<file path="src/rtl/quote_generator_if.sv">
// quote_generator_if: pair inputs, quote beat stream and status.
// master is the quote generator, slave is the upstream/downstream side.
interface quote_generator_if #(
  parameter int FP_WORD_SIZE = 64,
  parameter int DATA_WIDTH   = 32
);
  logic [FP_WORD_SIZE-1:0] i_spread;
  logic                    i_spread_valid;
  logic [FP_WORD_SIZE-1:0] i_res_price;
  logic                    i_res_price_valid;
  logic [DATA_WIDTH-1:0]   o_quote_price;
  logic                    o_quote_side;
  logic                    o_quote_valid;
  logic                    i_quote_ready;
  logic                    o_quote_dropped;
  logic                    o_busy;

  modport master (
    input  i_spread,
    input  i_spread_valid,
    input  i_res_price,
    input  i_res_price_valid,
    input  i_quote_ready,
    output o_quote_price,
    output o_quote_side,
    output o_quote_valid,
    output o_quote_dropped,
    output o_busy
  );

  modport slave (
    output i_spread,
    output i_spread_valid,
    output i_res_price,
    output i_res_price_valid,
    output i_quote_ready,
    input  o_quote_price,
    input  o_quote_side,
    input  o_quote_valid,
    input  o_quote_dropped,
    input  o_busy
  );
endinterface

</file>
<file path="src/rtl/quote_generator.sv">
// quote_generator: pairs spread and reservation price, quantizes to
// ticks, enforces min spread, filters repeats, emits bid then ask.
module quote_generator #(
  parameter int FP_WORD_SIZE     = 64,
  parameter int FRAC_BITS        = 32,
  parameter int DATA_WIDTH       = 32,
  parameter int TICK_SHIFT       = 24,
  parameter int MIN_SPREAD_TICKS = 1
) (
  input logic i_clk,
  input logic i_rst_n,
  quote_generator_if.master q
);
  localparam int SW = FP_WORD_SIZE + 1;
  localparam int TW = FP_WORD_SIZE + 3;

  localparam logic [2:0] S_IDLE    = 3'd0;
  localparam logic [2:0] S_COMPUTE = 3'd1;
  localparam logic [2:0] S_CHECK   = 3'd2;
  localparam logic [2:0] S_BID     = 3'd3;
  localparam logic [2:0] S_ASK     = 3'd4;

  localparam logic signed [TW-1:0] ONE   = 1;
  localparam logic signed [TW-1:0] RND   = (ONE <<< TICK_SHIFT) - ONE;
  localparam logic signed [TW-1:0] MAX_T = (ONE <<< DATA_WIDTH) - ONE;
  localparam logic signed [TW-1:0] MIN_T = TW'(MIN_SPREAD_TICKS);

  logic [2:0] state;

  logic signed [FP_WORD_SIZE-1:0] spread_q;
  logic signed [FP_WORD_SIZE-1:0] price_q;
  logic signed [FP_WORD_SIZE-1:0] spread_s;
  logic signed [FP_WORD_SIZE-1:0] price_s;
  logic                           have_spread;
  logic                           have_price;

  logic signed [SW-1:0] bid_fp;
  logic signed [SW-1:0] ask_fp;

  logic [DATA_WIDTH-1:0] bid_q;
  logic [DATA_WIDTH-1:0] ask_q;
  logic [DATA_WIDTH-1:0] last_bid;
  logic [DATA_WIDTH-1:0] last_ask;
  logic                  last_valid;
  logic                  dropped;

  logic signed [FP_WORD_SIZE-1:0] half;
  logic signed [TW-1:0]           bid_x;
  logic signed [TW-1:0]           ask_x;
  logic signed [TW-1:0]           ask_r;
  logic signed [TW-1:0]           bid_t;
  logic signed [TW-1:0]           ask_t;
  logic                           out_range;
  logic                           dup;
  logic                           snap;

  assign snap = (state == S_IDLE) && have_spread && have_price;

  always_comb begin
    half  = spread_s >>> 1;
    bid_x = {{2{bid_fp[SW-1]}}, bid_fp};
    ask_x = {{2{ask_fp[SW-1]}}, ask_fp};
    ask_r = ask_x + RND;
    bid_t = bid_x >>> TICK_SHIFT;
    ask_t = ask_r >>> TICK_SHIFT;
    // also catches a crossed (negative-spread) pair
    if ((ask_t - bid_t) < MIN_T) begin
      ask_t = bid_t + MIN_T;
    end
    out_range = bid_t[TW-1] || (ask_t > MAX_T);
    dup = !out_range && last_valid
        && (bid_t[DATA_WIDTH-1:0] == last_bid)
        && (ask_t[DATA_WIDTH-1:0] == last_ask);
  end

  // a valid landing in the snapshot cycle keeps its flag set
  always_ff @(posedge i_clk or negedge i_rst_n) begin
    if (!i_rst_n) begin
      spread_q    <= '0;
      price_q     <= '0;
      have_spread <= 1'b0;
      have_price  <= 1'b0;
    end else begin
      if (q.i_spread_valid) begin
        spread_q    <= q.i_spread;
        have_spread <= 1'b1;
      end else if (snap) begin
        have_spread <= 1'b0;
      end
      if (q.i_res_price_valid) begin
        price_q    <= q.i_res_price;
        have_price <= 1'b1;
      end else if (snap) begin
        have_price <= 1'b0;
      end
    end
  end

  always_ff @(posedge i_clk or negedge i_rst_n) begin
    if (!i_rst_n) begin
      state      <= S_IDLE;
      spread_s   <= '0;
      price_s    <= '0;
      bid_fp     <= '0;
      ask_fp     <= '0;
      bid_q      <= '0;
      ask_q      <= '0;
      last_bid   <= '0;
      last_ask   <= '0;
      last_valid <= 1'b0;
      dropped    <= 1'b0;
    end else begin
      dropped <= 1'b0;
      unique case (state)
        S_IDLE: begin
          if (snap) begin
            spread_s <= spread_q;
            price_s  <= price_q;
            state    <= S_COMPUTE;
          end
        end
        S_COMPUTE: begin
          bid_fp <= {price_s[FP_WORD_SIZE-1], price_s}
                  - {half[FP_WORD_SIZE-1], half};
          ask_fp <= {price_s[FP_WORD_SIZE-1], price_s}
                  + {half[FP_WORD_SIZE-1], half};
          state  <= S_CHECK;
        end
        S_CHECK: begin
          unique case (1'b1)
            out_range: begin
              dropped <= 1'b1;
              state   <= S_IDLE;
            end
            dup: begin
              state <= S_IDLE;
            end
            default: begin
              bid_q <= bid_t[DATA_WIDTH-1:0];
              ask_q <= ask_t[DATA_WIDTH-1:0];
              state <= S_BID;
            end
          endcase
        end
        S_BID: begin
          if (q.i_quote_ready) begin
            state <= S_ASK;
          end
        end
        S_ASK: begin
          if (q.i_quote_ready) begin
            last_bid   <= bid_q;
            last_ask   <= ask_q;
            last_valid <= 1'b1;
            state      <= S_IDLE;
          end
        end
        default: begin
          state <= S_IDLE;
        end
      endcase
    end
  end

  assign q.o_quote_valid   = (state == S_BID) || (state == S_ASK);
  assign q.o_quote_side    = (state == S_ASK);
  assign q.o_quote_price   = (state == S_ASK) ? ask_q
                           : (state == S_BID) ? bid_q
                           : '0;
  assign q.o_quote_dropped = dropped;
  assign q.o_busy          = (state != S_IDLE);

endmodule

</file>
<file path="src/flat_wrapper.sv">
// flat-port wrapper written by rule: the top's interface ports become plain ports
module quote_generator_flat 
#(
  parameter int FP_WORD_SIZE     = 64,
  parameter int FRAC_BITS        = 32,
  parameter int DATA_WIDTH       = 32,
  parameter int TICK_SHIFT       = 24,
  parameter int MIN_SPREAD_TICKS = 1
)
  (i_clk, i_rst_n, q_i_spread, q_i_spread_valid, q_i_res_price, q_i_res_price_valid, q_i_quote_ready, q_o_quote_price, q_o_quote_side, q_o_quote_valid, q_o_quote_dropped, q_o_busy);
  quote_generator_if #(.FP_WORD_SIZE(FP_WORD_SIZE), .DATA_WIDTH(DATA_WIDTH)) q_i ();
  input logic i_clk;
  input logic i_rst_n;
  input wire logic [$bits(q_i.i_spread)-1:0] q_i_spread;
  input wire logic [$bits(q_i.i_spread_valid)-1:0] q_i_spread_valid;
  input wire logic [$bits(q_i.i_res_price)-1:0] q_i_res_price;
  input wire logic [$bits(q_i.i_res_price_valid)-1:0] q_i_res_price_valid;
  input wire logic [$bits(q_i.i_quote_ready)-1:0] q_i_quote_ready;
  output wire logic [$bits(q_i.o_quote_price)-1:0] q_o_quote_price;
  output wire logic [$bits(q_i.o_quote_side)-1:0] q_o_quote_side;
  output wire logic [$bits(q_i.o_quote_valid)-1:0] q_o_quote_valid;
  output wire logic [$bits(q_i.o_quote_dropped)-1:0] q_o_quote_dropped;
  output wire logic [$bits(q_i.o_busy)-1:0] q_o_busy;
  assign q_i.i_spread = q_i_spread;
  assign q_i.i_spread_valid = q_i_spread_valid;
  assign q_i.i_res_price = q_i_res_price;
  assign q_i.i_res_price_valid = q_i_res_price_valid;
  assign q_i.i_quote_ready = q_i_quote_ready;
  assign q_o_quote_price = q_i.o_quote_price;
  assign q_o_quote_side = q_i.o_quote_side;
  assign q_o_quote_valid = q_i.o_quote_valid;
  assign q_o_quote_dropped = q_i.o_quote_dropped;
  assign q_o_busy = q_i.o_busy;
  quote_generator #(.FP_WORD_SIZE(FP_WORD_SIZE), .FRAC_BITS(FRAC_BITS), .DATA_WIDTH(DATA_WIDTH), .TICK_SHIFT(TICK_SHIFT), .MIN_SPREAD_TICKS(MIN_SPREAD_TICKS)) u_core (.i_clk(i_clk), .i_rst_n(i_rst_n), .q(q_i));
endmodule
</file>
<file path="config.mk">
export PLATFORM = sky130hd
export DESIGN_NAME = quote_generator_flat
export DESIGN_NICKNAME = d
export VERILOG_FILES = /design/src/rtl/quote_generator_if.sv /design/src/rtl/quote_generator.sv /design/src/flat_wrapper.sv
export SDC_FILE = /design/constraint.sdc
export NUM_CORES = 1
export LEC_CHECK = 0
export BUFFER_PORTS_ARGS = -buffer_cell sky130_fd_sc_hd__buf_2
export CAP_MARGIN = 10
export CORE_ASPECT_RATIO = 1.2
export CORE_MARGIN = 5
export CORE_UTILIZATION = 55
export CTS_CLUSTER_SIZE = 40
export DETAILED_ROUTE_END_ITERATION = 12
export GPL_ROUTABILITY_DRIVEN = 0
export MAX_ROUTING_LAYER = met4
export PLACE_DENSITY = 0.73
export SLEW_MARGIN = 10
export SYNTH_ARGS = -nofsm -noshare
export SYNTH_HDL_FRONTEND = slang
export SYNTH_SLANG_ARGS = --single-unit
</file>
<file path="constraint.sdc">
create_clock -name i_clk -period 12.3 [get_ports i_clk]
set_clock_uncertainty 0.1 [all_clocks]
set_input_delay 3.075 -clock i_clk [delete_from_list [all_inputs] [get_ports i_clk]]
set_output_delay 3.075 -clock i_clk [all_outputs]
set_load 0.02 [all_outputs]
</file>
**Word-level counts from Yosys, hierarchy flattened**

Cells that the tools add are included.

- Logic and storage cells: 62
- Output and inout bits: 36
- Input port bits: 133
- Flip-flop bits (word level): 521

- Bitwise logic cells: 1
- $lt $le $gt $ge: 2
- Reductions and logical operators: 17
- Eq/ne operators: 9
- Add/subtract/negate cells: 5
- Multiplexer cells: 13

Operators by type and width:

| operator | number |
|---|---|
| greater-than comparator 67 x 33 -> 1 bit (second input constant) | 1 |
| < comparator 67 x 2 -> 1 bit (second input constant) | 1 |
| 2-to-1 mux 67 bit | 1 |
| adder 65 x 25 -> 66 bit (second input constant) | 1 |
| adder 64 x 63 -> 65 bit | 1 |
| subtractor 64 x 63 -> 65 bit | 1 |
| == test 32 bit | 2 |
| 2-to-1 mux 32 bit | 2 |
| subtractor 42 x 41 -> 43 bit | 1 |
| adder 41 x 2 -> 42 bit (second input constant) | 1 |
| case mux 3 bit (5 select lines) | 1 |
| 2-to-1 mux 3 bit | 3 |
| == test 3 x 2 -> 1 bit (second input constant) | 2 |
| AND reduction 2 bit | 3 |
| logical AND 1 bit | 5 |
| 2-to-1 mux 1 bit | 5 |
| != test 2 bit (second input constant) | 2 |
| nonzero test 2 bit | 2 |
| == test 3 x 1 -> 1 bit (second input constant) | 1 |
| == test 3 bit (second input constant) | 1 |
| zero test 3 bit | 1 |
| AND reduction 3 bit | 1 |
| nonzero test 3 bit | 1 |
| logical OR 1 bit | 2 |
| 5 further kinds | 5 |

**Depth between registers and ports, before layout**

- Depth in word-level cells: 13
- Mapped depth: 38
- Gate-level depth less buffers: 34

**Worst setup path before layout**

No wires, ideal clock.

- Path kind: reg2reg
- Start point: reg u_core.ask_fp[22]
- End point: reg u_core.ask_q[29]
- Library setup time: 0.127 ns
- Setup slack: 4.012 ns
- Cell stages (with the launch flop): 38
- Clock period less this slack: 8.288 ns
- Required time: 12.073 ns
- Data arrival time: 8.061 ns
- Buffers on the path: 3
- Cell sequence: dfrtp_1 > nor4_1 > nand4_1 > o211a_1 > and4_1 > and4_1 > clkbuf_1 > nand3_1 > nor3_1 > nand3_1 > nor2_1 > nand4_1 > nor2_1 > nand4_1 > nor2_1 > and3_1 > nand2_1 > xnor2_1 > (+2 left out) > inv_1 > a31oi_1 > o22a_1 > o211ai_1 > or4_1 > or4_1 > nor4b_1 > and3_1 > nand4_2 > nand2_2 > mux2_1 > or3b_2 > a2111oi_2 > nand4_1 > o21ai_2 > buf_6 > buf_6 > mux2_1

- Word-level cells in the longest chain between the ends: 13
- Elaborated cells on any way between the ends: 14
- Those cells by class: 2 x add/sub; 2 x order compare; 1 x eq/ne; 1 x mux; 1 x bitwise; 7 x reduce/logical

Ends and longest elaborated chain:

| what | RTL line | text |
|---|---|---|
| start: declaration | quote_generator.sv:38 | `logic signed [SW-1:0] ask_fp;` |
| start signal: assignment | quote_generator.sv:125 | `ask_fp <= {price_s[FP_WORD_SIZE-1], price_s}` |
| adder 65 x 25 -> 66 bit (*) | quote_generator.sv:63 | `ask_r = ask_x + RND;` |
| subtractor 42 x 41 -> 43 bit | quote_generator.sv:67 | `if ((ask_t - bid_t) < MIN_T) begin` |
| < comparator 67 x 2 -> 1 bit | quote_generator.sv:67 |  |
| 2-to-1 mux 67 bit (*) | quote_generator.sv:67 |  |
| greater-than comparator 67 x 33 -> 1 bit | quote_generator.sv:70 | `out_range = bid_t[TW-1] \|\| (ask_t > MAX_T);` |
| logical OR 1 bit | quote_generator.sv:70 |  |
| zero test 1 bit | quote_generator.sv:71 | `dup = !out_range && last_valid` |
| logical AND 1 bit | quote_generator.sv:71 |  |
| logical AND 1 bit | quote_generator.sv:72 | `&& (bid_t[DATA_WIDTH-1:0] == last_bid)` |
| logical AND 1 bit | quote_generator.sv:73 | `&& (ask_t[DATA_WIDTH-1:0] == last_ask);` |
| OR reduction 2 bit (no source line) | n/a |  |
| inverter 1 bit (no source line) | n/a |  |
| AND reduction 2 bit (no source line) | n/a |  |
| end signal: assignment | quote_generator.sv:140 | `ask_q <= ask_t[DATA_WIDTH-1:0];` |
| end: declaration | quote_generator.sv:41 | `logic [DATA_WIDTH-1:0] ask_q;` |

Mark *: on every way between the ends. The rest lies on a longest branch, timed or not.
A chain may end at the register's enable or synchronous reset.

**Final worst setup path**

- Start point: reg u_core.ask_fp[22]
- End point: reg u_core.bid_q[13]

- Word-level cells in the longest chain between the ends: 13
- Elaborated cells on any way between the ends: 14
- Those cells by class: 2 x add/sub; 2 x order compare; 1 x eq/ne; 1 x mux; 1 x bitwise; 7 x reduce/logical

Ends and longest elaborated chain:

| what | RTL line | text |
|---|---|---|
| adder 65 x 25 -> 66 bit (*) | quote_generator.sv:63 |  |
| subtractor 42 x 41 -> 43 bit | quote_generator.sv:67 |  |
| < comparator 67 x 2 -> 1 bit | quote_generator.sv:67 |  |
| 2-to-1 mux 67 bit (*) | quote_generator.sv:67 |  |
| greater-than comparator 67 x 33 -> 1 bit | quote_generator.sv:70 |  |
| logical OR 1 bit | quote_generator.sv:70 |  |
| zero test 1 bit | quote_generator.sv:71 |  |
| logical AND 1 bit | quote_generator.sv:71 |  |
| logical AND 1 bit | quote_generator.sv:72 |  |
| logical AND 1 bit | quote_generator.sv:73 |  |
| OR reduction 2 bit (no source line) (*) | n/a |  |
| inverter 1 bit (no source line) (*) | n/a |  |
| AND reduction 2 bit (no source line) (*) | n/a |  |
| end signal: assignment | quote_generator.sv:139 | `bid_q <= bid_t[DATA_WIDTH-1:0];` |
| end: declaration | quote_generator.sv:40 | `logic [DATA_WIDTH-1:0] bid_q;` |

Marked as above.

==> impl_metrics.sql <==
INSERT INTO impl_metrics (metric_group, metric, value, unit) VALUES
('worst_setup_path', 'timing.rr.start', 'u_core.ask_fp[22]', ''),
('detailed_routing', 'post-route-drc-count', '0', ''),
('place', 'io_buffer_count', '167', ''),
('timing', 'final-setup-viol-count', '0', ''),
('timing', 'fin_worst_hold_slack', '0.369', 'ns'),
('clocking', 'cts-root-to-sink-buffers', '3', ''),
('yosys', 'synth_top_area_frac', '0.415', ''),
('global_routing', 'grt_antenna_before_repair', '0', ''),
('clocking', 'tritoncts', 'built', ''),
('clocking', 'cts_buffers', '51', ''),
('yosys', 'postSynthCellCount', '2992', ''),
('timing', 'min_period', '10.85', 'ns'),
('yosys', 'seq_area_frac_synth', '0.415', ''),
('worst_setup_path', 'max_stage_delay', '0.61', 'ns'),
('worst_setup_path', 'worst_r2r_path_depth', '37', ''),
('timing', 'tns', '0', 'ns'),
('worst_setup_path', 'cp_data_arrival_time', '11.22', 'ns'),
('worst_hold_path', 'min_from', 'u_core.last_valid', ''),
('global_routing', 'grt_overflow_total', '0', ''),
('yosys', 'post_synth_main_area_contributors', 'dfrtp_1 41%, mux2_2 13%, ha_1 7.2%, xnor2_1 5.0%, a21oi_1 2.9%', ''),
('die', 'die_w', '223', 'um'),
('die', 'initial_core_util', '0.556', ''),
('worst_setup_path', 'ff2ff_setup_slack', '1.45', 'ns'),
('yosys', 'netlist_top_cells_count', '495 x dfrtp_1, 356 x mux2_2, 220 x nand2_1', ''),
('worst_setup_path', 'worst-endpoint-required', '12.67', 'ns'),
('worst_hold_path', 'holdPathEnd', 'u_core.last_valid', ''),
('detailed_routing', 'drt_first_pass_iters', '6', ''),
('clocking', 'worst_setup_hold_path_clk_slew', '0.06', 'ns'),
('die', 'io_pins', '169', ''),
('worst_hold_path', 'hold_path_depth', '1', ''),
('die', 'std_cell_rows', '93', ''),
('worst_setup_path', 'worstSetupPathDepth', '37', ''),
('detailed_routing', 'routed_vias', '22600', ''),
('worst_setup_path', 'setup.worst_path.end_class', 'register', ''),
('worst_hold_path', 'timing.hold.worst.class', 'register to register', ''),
('worst_setup_path', 'worstSetupPathType', 'register to register', ''),
('global_routing', 'pin_count_of_the_biggest_net_entering_global_routing', '154', ''),
('timing', 'min_period_over_period', '0.882', ''),
('die', 'die-height', '265', 'um'),
('clocking', 'cts.sinks', '495', ''),
('detailed_routing', 'post_drt_wl_per_cell', '19.1', 'um'),
('job', 'maxCapViolCount', '0', ''),
('clocking', 'post-cts-setup-buffer-count', '0', ''),
('die', 'die_area', '59100', 'um2'),
('outcome', 'run_status', 'finished clean', ''),
('timing', 'finalHoldViolations', '0', ''),
('cells_and_area', 'num-fill-cells', '4486', ''),
('yosys', 'synth.most_common_cell', 'dfrtp_1', ''),
('clocking', 'clock_tree.root_cell', 'clkbuf_16', ''),
('cells_and_area', 'final_nets', '3384', ''),
('die', 'coreArea', '53800', 'um2'),
('yosys', 'postSynth.asyncResetShare', '1.00', ''),
('worst_setup_path', 'timing.critical_path.fanout_max', '38', ''),
('yosys', 'yosys_warnings', '0', ''),
('worst_setup_path', 'critical_path.reg2reg.endpoint', 'u_core.bid_q[13]', ''),
('place', 'dp.final_hpwl', '54500', 'um'),
('timing', 'clock.fmax', '92.2', 'MHz'),
('worst_setup_path', 'critical_path.startpoint_type', 'register', ''),
('timing', 'tightestPinTransition', '1.05', 'ns'),
('yosys', 'synth_cell_types', '82', ''),
('cells_and_area', 'area.growth.synth_to_final', '9.85', '%'),
('global_routing', 'globalRouteTotalUtil', '0.251', ''),
('yosys', 'synth-seq-cells', '495', ''),
('detailed_routing', 'ant_nets', '0', ''),
('yosys', 'synth.net_count', '3298', ''),
('yosys', 'synth_area', '29900', 'um2'),
('worst_setup_path', 'max_stage_delay_cell_worst_path', 'nor4_1', ''),
('clocking', 'cts_htree_levels', '2', ''),
('global_routing', 'via_count_of_the_first_global_routing_pass', '23100', ''),
('timing', 'timing.final.max_slew_violations', '0', ''),
('yosys', 'synth_top_flop_cell', 'dfrtp_1', '');
-- worst max-delay path by stage --
stage                      startpoint               end
finish              u_core.ask_fp[22]  u_core.bid_q[13]
global route        u_core.ask_fp[22]  u_core.bid_q[14]
CTS                 u_core.ask_fp[22]  u_core.bid_q[13]
detailed placement  u_core.ask_fp[22]   u_core.bid_q[4]
global placement    u_core.ask_fp[22]  u_core.bid_q[14]
floorplan           u_core.ask_fp[22]  u_core.ask_q[29]
-- sequential cells by signal, summed over array words and instances, names as in the netlist --
register	count
u_core.price_s	64
u_core.spread_q	63
u_core.state	3
u_core.ask_q	32
u_core.have_price	1
u_core.price_q	64
u_core.last_ask	32
u_core.ask_fp	65
u_core.bid_q	32
u_core.last_valid	1
u_core.bid_fp	41
u_core.q.o_quote_dropped	1
u_core.have_spread	1
u_core.last_bid	32
u_core.spread_s	63
-- final cells by class --
type,count,area [um2],share of cell area
flip-flops and latches,495,12400,0.377
clock buffers,69,1410,0.0431
clock inverters,22,228,0.00694
repair buffers,186,1000,0.0305
inverters,184,691,0.0210
multi-input cells,2160,16200,0.494
well taps,712,891,0.0271
-- placed cells by master (no fill, tap or decap), types with 76 or more instances in the layout --
cell / netlist / routed
dfrtp_1: 495 / 495
mux2_2: 356 / 356
nand2_1: 220 / 220
inv_1: 183 / 183
nor2_1: 181 / 181
a21oi_1: 175 / 175
xnor2_1: 172 / 172
ha_1: 171 / 171
o21ai_0: 166 / 166
buf_2: 7 / 166
nand3_1: 77 / 76
-- metal layers --
metal	track usage	share of wire	wire, um	vias up
li1	-	-	-	10700
met1	0.314	0.41	30300	10900
met2	0.423	0.49	35800	804
met3	0.0307	0.054	3950	223
met4	0.0909	0.042	3060	0
met5	-	0	0	-
-- metrics by stage --
stage,cells,instance area (um2),setup WS (ns),utilization
2_1_floorplan,2992,29900,4.01,-
3_3_place_gp,3737,31200,1.97,0.580
3_5_place_dp,3737,31200,1.73,0.580
4_1_cts,3828,32800,1.66,0.611
5_1_grt,3828,32800,0.719,0.611
6_report,3828,32800,1.45,0.611
-- worst register-to-register path: cells and delay by family (launching register included) --
family,cells,cell delay (ns)
and+or+nand+nor,21,5.45
muxes,2,0.75
AOI/OAI and AO/OA,6,1.81
buffers and inverters,5,1.62
xor gates and xnor gates,2,0.24
DFF,1,0.36
adders and majority gates,1,0.41
-- kinds of logic after synthesis --
| kind of cell | share of synthesized area |
|---|---|
| AOI/OAI and AO/OA | 0.134 |
| and+or+nand+nor | 0.114 |
| adders and majority gates | 0.0729 |
| buffers and inverters | 0.0441 |
| muxes | 0.152 |
| DFF | 0.415 |
| xor gates and xnor gates | 0.0686 |
Power is left out: the tool's default activity adds up to more than one toggle a clock period on the data nets, which glitch-free logic cannot reach.
